File: src/rtl/pvt_meter_pkg.sv
// Shared types and constants for the PVT monitor suite meters.
// Holds the FSM state type and the default window counter width.
package pvt_meter_pkg;

    typedef enum logic {
        IDLE = 1'b0,
        RUN  = 1'b1
    } state_t;

    localparam int PVT_DEF_WIN_WIDTH = 12;

endpackage

File: src/rtl/pvt_token_ring.sv
// Token ring of preserved flops joined by NAND buffer pairs.
// Load injects a one-hot token at bit 0; shift_en advances it one stage.
module pvt_token_ring
    import pvt_meter_pkg::*;
#(
    parameter int N_STAGES = 16,
    parameter int N_BUF    = 1
) (
    input  logic                clk,
    input  logic                rst_n,
    input  logic                load,
    input  logic                shift_en,
    output logic [N_STAGES-1:0] ring
);

    (* keep = "true", dont_touch = "true" *)
    logic [N_STAGES-1:0] r_q;
    logic [N_STAGES-1:1] w_buf;

    genvar gi, gj;
    generate
        for (gi = 1; gi < N_STAGES; gi++) begin : g_stage
            (* keep = "true", dont_touch = "true" *)
            logic [2*N_BUF:0] w_ch;
            assign w_ch[0] = r_q[gi-1];
            for (gj = 0; gj < 2*N_BUF; gj++) begin : g_nand
                assign w_ch[gj+1] = ~(w_ch[gj] & w_ch[gj]);
            end
            assign w_buf[gi] = w_ch[2*N_BUF];
        end
    endgenerate

    // Ring register: inject on load, rotate through the buffers on shift.
    always_ff @(posedge clk or negedge rst_n) begin
        if (!rst_n) begin
            r_q <= '0;
        end else if (load) begin
            r_q <= {{(N_STAGES-1){1'b0}}, 1'b1};
        end else if (shift_en) begin
            r_q <= {w_buf, r_q[N_STAGES-1]};
        end
    end

    assign ring = r_q;

endmodule

File: src/rtl/pvt_chain_meter.sv
// Token-ring delay-chain meter: counts laps over a programmed window.
// Optional integrity checker enabled by PVT_CHAIN_METER_CHECK_EN.
module pvt_chain_meter
    import pvt_meter_pkg::*;
#(
    parameter int N_STAGES  = 16,
    parameter int N_BUF     = 1,
    parameter int CNT_WIDTH = 8,
    parameter int WIN_WIDTH = PVT_DEF_WIN_WIDTH
) (
    input  logic                 clk,
    input  logic                 rst_n,
    input  logic                 start,
    input  logic [WIN_WIDTH-1:0] win_len,
    output logic                 busy,
    output logic                 done,
    output logic [CNT_WIDTH-1:0] laps,
    output logic                 err,
    output logic [WIN_WIDTH-1:0] fail_cycle
);

    state_t               r_state;
    state_t               w_state_nxt;
    logic                 w_load;
    logic                 w_run;
    logic                 w_last;
    logic [WIN_WIDTH-1:0] w_len_in;
    logic [WIN_WIDTH-1:0] r_len;
    logic [WIN_WIDTH-1:0] r_elapsed;
    logic [CNT_WIDTH-1:0] r_laps;
    logic                 r_done;
    logic [N_STAGES-1:0]  w_ring;

    pvt_token_ring #(
        .N_STAGES (N_STAGES),
        .N_BUF    (N_BUF)
    ) u_ring (
        .clk      (clk),
        .rst_n    (rst_n),
        .load     (w_load),
        .shift_en (w_run),
        .ring     (w_ring)
    );

    assign w_len_in = (win_len == '0) ? {{(WIN_WIDTH-1){1'b0}}, 1'b1}
                                      : win_len;
    assign w_last   = (r_elapsed == r_len - 1'b1);

    // State register.
    always_ff @(posedge clk or negedge rst_n) begin
        if (!rst_n) begin
            r_state <= IDLE;
        end else begin
            r_state <= w_state_nxt;
        end
    end

    // Next state and run/load strobes.
    always_comb begin
        w_state_nxt = r_state;
        w_load      = 1'b0;
        w_run       = 1'b0;
        unique case (r_state)
            IDLE: begin
                if (start) begin
                    w_load      = 1'b1;
                    w_state_nxt = RUN;
                end
            end
            RUN: begin
                w_run = 1'b1;
                if (w_last) begin
                    w_state_nxt = IDLE;
                end
            end
            default: w_state_nxt = IDLE;
        endcase
    end

    // Window, elapsed and saturating lap counters plus done pulse.
    always_ff @(posedge clk or negedge rst_n) begin
        if (!rst_n) begin
            r_len     <= '0;
            r_elapsed <= '0;
            r_laps    <= '0;
            r_done    <= 1'b0;
        end else begin
            r_done <= w_run && w_last;
            if (w_load) begin
                r_len     <= w_len_in;
                r_elapsed <= '0;
                r_laps    <= '0;
            end else if (w_run) begin
                r_elapsed <= r_elapsed + 1'b1;
                if (w_ring[N_STAGES-1] && (r_laps != {CNT_WIDTH{1'b1}})) begin
                    r_laps <= r_laps + 1'b1;
                end
            end
        end
    end

    assign busy = (r_state == RUN);
    assign done = r_done;
    assign laps = r_laps;

`ifdef PVT_CHAIN_METER_CHECK_EN
    logic                 w_onehot;
    logic                 r_err;
    logic [WIN_WIDTH-1:0] r_fail;

    assign w_onehot = (w_ring != '0) &&
                      ((w_ring & (w_ring - 1'b1)) == '0);

    // Sticky token-integrity flag with cycle of first failure.
    always_ff @(posedge clk or negedge rst_n) begin
        if (!rst_n) begin
            r_err  <= 1'b0;
            r_fail <= '0;
        end else if (w_load) begin
            r_err  <= 1'b0;
            r_fail <= '0;
        end else if (w_run && !w_onehot && !r_err) begin
            r_err  <= 1'b1;
            r_fail <= r_elapsed;
        end
    end

    assign err        = r_err;
    assign fail_cycle = r_fail;
`else
    logic w_unused_ring;

    assign w_unused_ring = ^w_ring[N_STAGES-2:0];
    assign err           = 1'b0;
    assign fail_cycle    = '0;
`endif

endmodule
File: config.mk
export PLATFORM = sky130hd
export DESIGN_NAME = pvt_chain_meter
export DESIGN_NICKNAME = d
export VERILOG_FILES = /design/src/rtl/pvt_meter_pkg.sv /design/src/rtl/pvt_token_ring.sv /design/src/rtl/pvt_chain_meter.sv
export SDC_FILE = /design/constraint.sdc
export NUM_CORES = 1
export LEC_CHECK = 0
export ABC_AREA = 1
export CAP_MARGIN = 20
export CORE_ASPECT_RATIO = 1.1
export CORE_MARGIN = 2
export CORE_UTILIZATION = 35
export DETAILED_ROUTE_END_ITERATION = 10
export PLACE_DENSITY = 0.6
export RECOVER_POWER = 100
export REMOVE_ABC_BUFFERS = 1
export SKIP_CTS_REPAIR_TIMING = 1
export SLEW_MARGIN = 20
export SYNTH_ARGS = -nofsm -noshare
export SYNTH_HDL_FRONTEND = slang
export SYNTH_SLANG_ARGS = --single-unit
File: constraint.sdc
create_clock -name clk -period 1.6 [get_ports clk]
set_input_delay 0.32 -clock clk [delete_from_list [all_inputs] [get_ports clk]]
set_output_delay 0.32 -clock clk [all_outputs]
set_load 0.1 [all_outputs]
==> summary.md <==
Net switching is 46.7% of the power. The run finished, with violations left. The tools report the total via count after detailed routing as 2306. The first global-routing pass estimated 9520 microns of wire.

The finished cells cover 3350 sq um. Counting every instance in the synthesized netlist gives 345. The tools report the final number of hold-violating endpoints as 0.

For this run, the number of Yosys warnings is 0. For the number of placement rows, the log shows 33. The analysis attributes to cell leakage a power of 1.65 nW. The floorplan die height works out to 95.8 microns. The width of the die is 87.5 microns. In the final routed layout, each cell accounts on average for 12.2 microns. The number of global-route vias before repair came out at 2145. The library cell used most frequently in the layout, excluding fill and tap cells, is sky130_fd_sc_hd__nand2_1.

After clock tree synthesis, the clock-pin slew on the worst setup and hold paths is 100 ps. The sequential group share of total power was 34.7%. The fraction of the core area covered by cells at the end of the flow came out at 45.1%. Buffers placed on the I/O ports in this run total 24. The internal power component was 0.00306 W.

The repair_antennas step left the layout with diodes totalling 0. The worst path uses 102% of the clock period. For the worst setup path, the data arrival time is 1310 ps. Of the cells placed in the final design, the portion with a size suffix greater than 1 is 19.9%. For the number of maximum-capacitance constraint violations, the log shows 0.

The relative contribution of the clock network to total power was 15.9%; the aggregate global routing overflow was 0. Type of the tightest min-delay check: in -> async. The part of the power in combinational logic was 49.4%. At the pin with the least slew margin, the transition time is 1270 ps.

During I/O placement, the number of pins put on the boundary was 38. The area added between synthesis and finish is 25.1%, and the starting density of the core is 36.1%. The tools report the number of buffers on the longest clock path as 2. The top cell types in the final layout, fill and taps aside, are sky130_fd_sc_hd__nand2_1, sky130_fd_sc_hd__dfrtp_1, sky130_fd_sc_hd__inv_1, sky130_fd_sc_hd__nand3_1, sky130_fd_sc_hd__nor2_1.

TritonCTS built the clock tree. TritonCTS created 5 clock buffers. The root buffer cell chosen for the clock tree is sky130_fd_sc_hd__clkbuf_8. For the post-route worst setup slack, the log shows -34.8 ps. The max-slew violation total from the final report is 0. Across all hold checks on the routed design, the worst slack comes to 363 ps. The cell area after technology mapping is 2680 sq um, and the average vias per placed instance is 4.77. The H-tree was split into 2 levels. The first routing iteration left 88 violations. The logs give 8380 sq um for the floorplan die area and 0.681 mV for the maximum vdd ir drop. The count of nets left with antenna violations once routing finished came out at 0. Setup repair after global routing could not meet its margin everywhere. The tools report the count of final setup violators as 1.

For this block, the routed nets add up to 5880 microns of wire. Number of search-and-repair iterations in the first detailed-routing pass: 4. The power density over the cells came out at 1710 nW/um^2. Measured against its own limit, the worst slew margin works out to 15.1%. For this design, the sink count on the clock tree is 50. The tools report the placed instance area as 3190 sq um. In the final design database the tool counted 413 nets.

Across the routed clock network, the largest skew measured is 11.1 ps. The logs give 0 for the number of antenna violations at the first check in global routing and 612 MHz for the highest clock frequency the design can meet. The floorplan step defined a core boundary enclosing 7430 sq um. After detailed routing, the number of remaining DRC violations is 0.

The checks that failed: setup timing. The minimum clock period after layout works out to 1630 ps. The run gives 0.852 as the weighted congestion at the end of routability-driven global placement.

The worst setup path is launched from a flop. The critical path is of the reg -> out type. In this run the mean area of a mapped cell was 7.77 sq um.

The worst setup path is captured at an output pin. The largest net degree at the start of global routing is 51, and the switching power is 0.00268 W. The post-route total power is 0.00574 W, and the all-layer global routing usage is 14.2%.

The logs give 1280 ps for the endpoint required time on the critical path and 310 ps for the clock network latency to the later pin of the worst-skew pair. After legalization and detailed placement, the total HPWL measured 4110 microns. The largest fanout on the critical path was 6; the final-layout fill cell count was 708.
[sequential cells by signal, indices dropped and copies added, names as in the netlist]
name / count
busy: 1
done: 1
laps: 8
r_elapsed: 12
r_len: 12
u_ring.ring: 16
[area by class of cell]
class,count,area [sq um],area share (%)
sequential,50,1250,37.4
multi-input combinational,232,1250,37.3
timing repair buffer,50,409,12.2
inverter,56,218,6.49
tap,87,109,3.25
clock buffer,5,68.8,2.05
clock inverter,3,45.0,1.34
[power by group through the flow]
stage | Combinational (W) | Clock [W] | Sequential (W)
6_report | 0.00284 | 0.000915 | 0.00199
5_1_grt | 0.00310 | 0.000990 | 0.00205
4_1_cts | 0.00278 | 0.000949 | 0.00200
3_5_place_dp | 0.00277 | 0 | 0.00202
3_3_place_gp | 0.00272 | 0 | 0.00202
2_1_floorplan | 0.00126 | 0 | 0.00261
[critical path, cell delays in order, from the launching register on]
cell                       delay (ps)
sky130_fd_sc_hd__dfrtp_1          450
sky130_fd_sc_hd__clkbuf_1         330
sky130_fd_sc_hd__buf_12           220
[worst paths after layout]
check	endpoint	slack [ps]	cells past startpoint	from
worst max-delay path	busy	-30	2	busy
worst min-delay path	u_ring.ring[12]	360	2	rst_n
worst max register to register	laps[3]	20	6	busy
worst min register to register	r_elapsed[11]	510	1	r_elapsed[11]
max in group asynchronous	r_len[3]	390	2	rst_n
min in group clk	r_elapsed[11]	510	1	r_elapsed[11]
[layer usage]
metal  track usage (%)  share of wire, %  up-vias
met5                 0                 0        -
met4              3.21               1.1        0
met3              2.92               3.2        7
met2              23.7                47       31
met1              19.2                48     1092
li1                  -                 -     1176
[stage by stage]
step           setup TNS, ps  setup slack [ps]  instances
6_report               -34.8             -34.8        483
4_1_cts                -50.3             -50.3        475
3_5_place_dp           -36.0             -36.0        467
3_3_place_gp               0              2.67        467
5_1_grt                 -961              -114        483
2_1_floorplan         -16330              -576        338
Note: power is estimated with default switching activity, not from simulation.
==> variant 1 (same flow settings) <==
The output `done` loses its register stage (`r_done` becomes a continuous assignment).
--- a/src/rtl/pvt_chain_meter.sv
+++ b/src/rtl/pvt_chain_meter.sv
@@ -84,7 +84,5 @@
             r_elapsed <= '0;
             r_laps    <= '0;
-            r_done    <= 1'b0;
         end else begin
-            r_done <= w_run && w_last;
             if (w_load) begin
                 r_len     <= w_len_in;
@@ -99,4 +97,6 @@
         end
     end
+
+    assign r_done = w_run && w_last;
 
     assign busy = (r_state == RUN);
Function: changed (a bounded check fails within 4 cycles, from zero or initial values and one cycle with rst_n low).
==> variant 1 against the unedited design <==
The flow still finishes with violations (negative setup slack); sequential cell count decreased by 1; count of clock-buffer cells in the layout stayed put; routed wire length rose by 0.73%; sequential power is 4% lower; non-clock buffer count increased by 30; combinational power rose by 11%; setup slack got worse by 0.61 ns; clock power rose by 1%; synthesized area shrank 0.93%; final area rose by 6.2%; total power increased by 4.1%; die area down 0.89%; hold slack worse by 0.027 ns.
==> variant 1: results (changes against the unedited design) <==
* Root Driver: clkbuf_8
* Global Route Usage Sum at 0.145 (+0.00218)
* Slowest cell on crit path: dfrtp_1
* Initial antenna violation count at 0 (unchanged)
* Slowest Stage Delay on Critical Path at 0.41 ns (-0.04 ns)
* Vias in the first global route at 2185 (+1.9%)
* Place WS at -0.442 ns (-0.407 ns)
* Max clock buf depth at 2 (unchanged)
* GPL Wtd Cong at 0.877 (+3.0%)
* First-pass GRT wire length at 9540 µm (+0.21%)
* Yosys warning count at 0 (unchanged)
* Net Sw Frac at 0.452 (-0.0151)
* Clock slew at reported path FFs at 0.10 ns (about the same)
* Largest net degree at the start of global routing at 50 (-2.0%)
* Worst reg2reg path endpoint: busy$_DFF_PN0_
* R2R depth at 12 (+6)
* # nets final at 442 (+7.0%)
* Crit path max-delay family: simple AND/OR/NAND/NOR gates
* Post-detail-place hpwl at 4220 µm (+2.6%)
* I/O Buffers at 24 (unchanged)
* ANT cells at 0 (unchanged)
* Worst setup margin at -0.647 ns (-0.612 ns)
* Flip-flop count of the largest register, all copies and words added at 16 (unchanged)
* Skew-Pair Late Insertion Delay at 0.30 ns
* Critical path origin: r_len[0]$_DFFE_PN0P_
* Number of CTS-inserted buffers at 5 (unchanged)
* Hold crit path type: in -> async
* H-tree depth at 2 (unchanged)
* Vias/cell at 4.60 (-3.6%)
* Arrival time at the worst endpoint at 1.93 ns (+0.62 ns)
* CP max FO at 2 (-4)
* Capture point of the critical path: done
* R2r setup slk at -0.22 ns (-0.24 ns)
* Setup violators final at 13 (+12)
* Slew margin rel. at 0.205 (+0.0538)
* Post-DR wirelength/cell at 11.6 µm (-5.0%)
* TritonRoute pass-1 iters at 4 (unchanged)
* Initial DRC Count at 74 (-16%)
* Share of layout cells above drive strength 1 at 0.247 (+0.0476)
* Static leakage at 1.79 nW (+8.3%)
* Status: complete, but fails checks
* Setup Skew at 0.0109 ns (-0.000219 ns)
* Worst VDD drop at 0.796 mV (+17%)
* Failing checks: negative setup slack
-- variant 1: layout make-up --
cell class / count / area, µm²
clock inverters: 3 / 50.0
inverters: 56 / 215
clock buffers: 5 / 68.8
flip-flops and latches: 49 / 1230
fillers: 709 / 3830
multi-input cells: 232 / 1240
repair buffers: 80 / 653
well taps: 87 / 109
-- variant 1: metal layers --
layer / part of all wire / GRT usage / vias to the layer above
li1: - / - / 1232
met1: 0.48 / 0.188 / 1094
met2: 0.49 / 0.242 / 29
met3: 0.025 / 0.0251 / 2
met4: 0.0096 / 0.0508 / 0
met5: 0 / 0 / -
-- variant 1: through the flow --
step / hold WS [ns] / utilization / cells / instance area, µm² / setup TNS (ns)
4_1_cts: -0.0109 / 0.475 / 503 / 3510 / -1.02
6_report: 0.336 / 0.482 / 512 / 3560 / -1.20
5_1_grt: 0.449 / 0.482 / 512 / 3560 / -4.14
3_5_place_dp: 0.330 / 0.459 / 495 / 3390 / -0.625
2_1_floorplan: 0.0244 / - / 337 / 2570 / -17.14
3_3_place_gp: 0.329 / 0.459 / 495 / 3390 / -0.582
-- variant 1: worst reg2reg max path, delay by kind of cell, from the launching register on --
kind,cells,cell delay [ns]
simple gates,6,0.64
flops,1,0.41
buf+inv,5,0.50
xor+xnor,1,0.18
-- variant 1: how the worst min path moves through the flow --
stage / startpoint / endpoint / slack [ns] / cells past startpoint
2_1_floorplan: rst_n / busy$_DFF_PN0_ / 0.02 / 0
3_3_place_gp: rst_n / u_ring.ring[12]$_DFFE_PN0P_ / 0.33 / 2
3_5_place_dp: rst_n / u_ring.ring[12]$_DFFE_PN0P_ / 0.33 / 2
4_1_cts: rst_n / laps[3]$_DFFE_PN0P_ / -0.01 / 2
5_1_grt: rst_n / u_ring.ring[12]$_DFFE_PN0P_ / 0.45 / 2
6_report: rst_n / u_ring.ring[12]$_DFFE_PN0P_ / 0.34 / 2
-- variant 1: power by group through the flow --
stage | clock network (mW) | registers (mW) | logic, mW
3_5_place_dp | 0 | 1.95 | 3.12
3_3_place_gp | 0 | 1.94 | 3.09
4_1_cts | 0.959 | 1.93 | 3.14
6_report | 0.924 | 1.91 | 3.14
2_1_floorplan | 0 | 2.58 | 1.26
5_1_grt | 0.996 | 1.97 | 3.42
==> variant 2 (same flow settings) <==
Made on the original files. `N_BUF` is set to 1 in 2 places; all go to 2.
--- a/src/rtl/pvt_token_ring.sv
+++ b/src/rtl/pvt_token_ring.sv
@@ -5,5 +5,5 @@
 #(
     parameter int N_STAGES = 16,
-    parameter int N_BUF    = 1
+    parameter int N_BUF    = 2
 ) (
     input  logic                clk,
--- a/src/rtl/pvt_chain_meter.sv
+++ b/src/rtl/pvt_chain_meter.sv
@@ -5,5 +5,5 @@
 #(
     parameter int N_STAGES  = 16,
-    parameter int N_BUF     = 1,
+    parameter int N_BUF     = 2,
     parameter int CNT_WIDTH = 8,
     parameter int WIN_WIDTH = PVT_DEF_WIN_WIDTH
Formal check against the unedited RTL: equivalent (Yosys induction, for registers that start in step).
==> variant 2 against the unedited design <==
The flow now finishes without violations; global-route usage is 0.13 points lower; first-iteration DRC count is 20% higher; synthesized area stayed put; final area is 4.1% lower; highest routed layer unchanged; combinational power is 9.2% lower; sequential cell count stayed put; hold slack worse by 0.017 ns; routed wire length is 3.7% lower; setup slack better by 0.081 ns; synthesized cell count stayed put; count of clock-buffer cells in the layout is 1 higher; total power is 4.8% lower.
==> variant 2: results (changes against the unedited design) <==
* Area of the multi-input gates at 1180 µm² (-6.0%)
* Post-DR wirelength/cell at 11.8 µm (-2.7%)
* CP max FO at 17 (+11)
* Place WS at -0.0101 ns (+0.0259 ns)
* Setup Skew at 0.00794 ns (-0.00315 ns)
* # clk buffers at 6 (+1)
* Worst VDD drop at 0.754 mV (+11%)
* Placed cell count at 467 (unchanged)
* TritonRoute pass-1 iters at 4 (unchanged)
* Non-clock buffering overhead at 0.108 (-0.0138)
* Post-detail-place hpwl at 4160 µm (+1.2%)
* # nets final at 408 (-1.2%)
* Setup crit end kind: register
* Yosys warning count at 0 (unchanged)
* Post-Place Cell Area at 3190 µm² (unchanged)
* FFs & Latches at 50 (unchanged)
* Clock slew at reported path FFs at 0.10 ns (about the same)
* Initial DRC Count at 106 (+20%)
* Sequential share of cell area at 0.390 (+0.0165)
* GR Layer Usage met3 at 0.0326 (+0.00343)
* Fill cell count at 750 (+5.9%)
* Arrival time at the worst endpoint at 1.73 ns (+0.42 ns)
* Met2 WL post-DR at 2650 µm (-4.9%)
* R2r setup slk at 0.05 ns (+0.03 ns)
* Met1 Track Usage GR at 0.189 (-0.00325)
* H-tree depth at 2 (unchanged)
* Multi-input combinational area share at 0.366 (-0.00723)
* Met3 wire length at 185 µm (-2.6%)
* Global Route Usage Sum at 0.141 (-0.00127)
* Worst reg2reg startpoint: busy$_DFF_PN0_
* Worst reg2reg path endpoint: r_elapsed[3]$_DFFE_PN0P_
* Nonclk buf count at 45 (-10%)
* Slew margin rel. at 0.177 (+0.0257)
* Vias in the first global route at 2094 (-2.4%)
* Static leakage at 1.61 nW (-2.7%)
* Max clock buf depth at 2 (unchanged)
* Period utilisation layout at 0.971 (-0.0507)
* Via count at 2269 (-1.6%)
* Clk tree area frac at 0.0343 (+0.000299)
* First-pass GRT wire length at 9290 µm (-2.4%)
* Final ANT Viol Nets at 0 (unchanged)
* Final wirelength at 5660 µm (-3.7%)
* GPL Wtd Cong at 0.867 (+1.8%)
* Metal-1 WL at 2770 µm (-2.2%)
* Met2 usage at 0.230 (-0.00631)
* Status: finished clean
* Post-synthesis cell count at 345 (unchanged)
* Share of layout cells above drive strength 1 at 0.156 (-0.0435)
[variant 2: cell types whose count changed in the layout (fill, tap and decap cells not counted), moves of 3 or more]
| cell | change |
|---|---|
| o22ai_1 | +3 |
| o22ai_2 | -3 |
| nor2_1 | +3 |
| nor2_2 | -3 |
| buf_4 | -3 |
[variant 2: worst min-delay path by stage]
stage,start,end,slack [ns],cells after the start
3_5_place_dp,rst_n,u_ring.ring[11]$_DFFE_PN0P_,0.34,2
5_1_grt,rst_n,u_ring.ring[7]$_DFFE_PN0P_,0.47,2
2_1_floorplan,rst_n,busy$_DFF_PN0_,0.02,0
4_1_cts,rst_n,u_ring.ring[11]$_DFFE_PN0P_,-0.004,2
3_3_place_gp,rst_n,u_ring.ring[12]$_DFFE_PN0P_,0.33,2
6_report,rst_n,u_ring.ring[12]$_DFFE_PN0P_,0.35,2
[variant 2: report_power, final]
group / internal, mW / leakage, nW / switching, mW
Clock: 0.467 / 0.0514 / 0.430
Combinational: 0.807 / 0.938 / 1.78
Sequential: 1.65 / 0.618 / 0.340
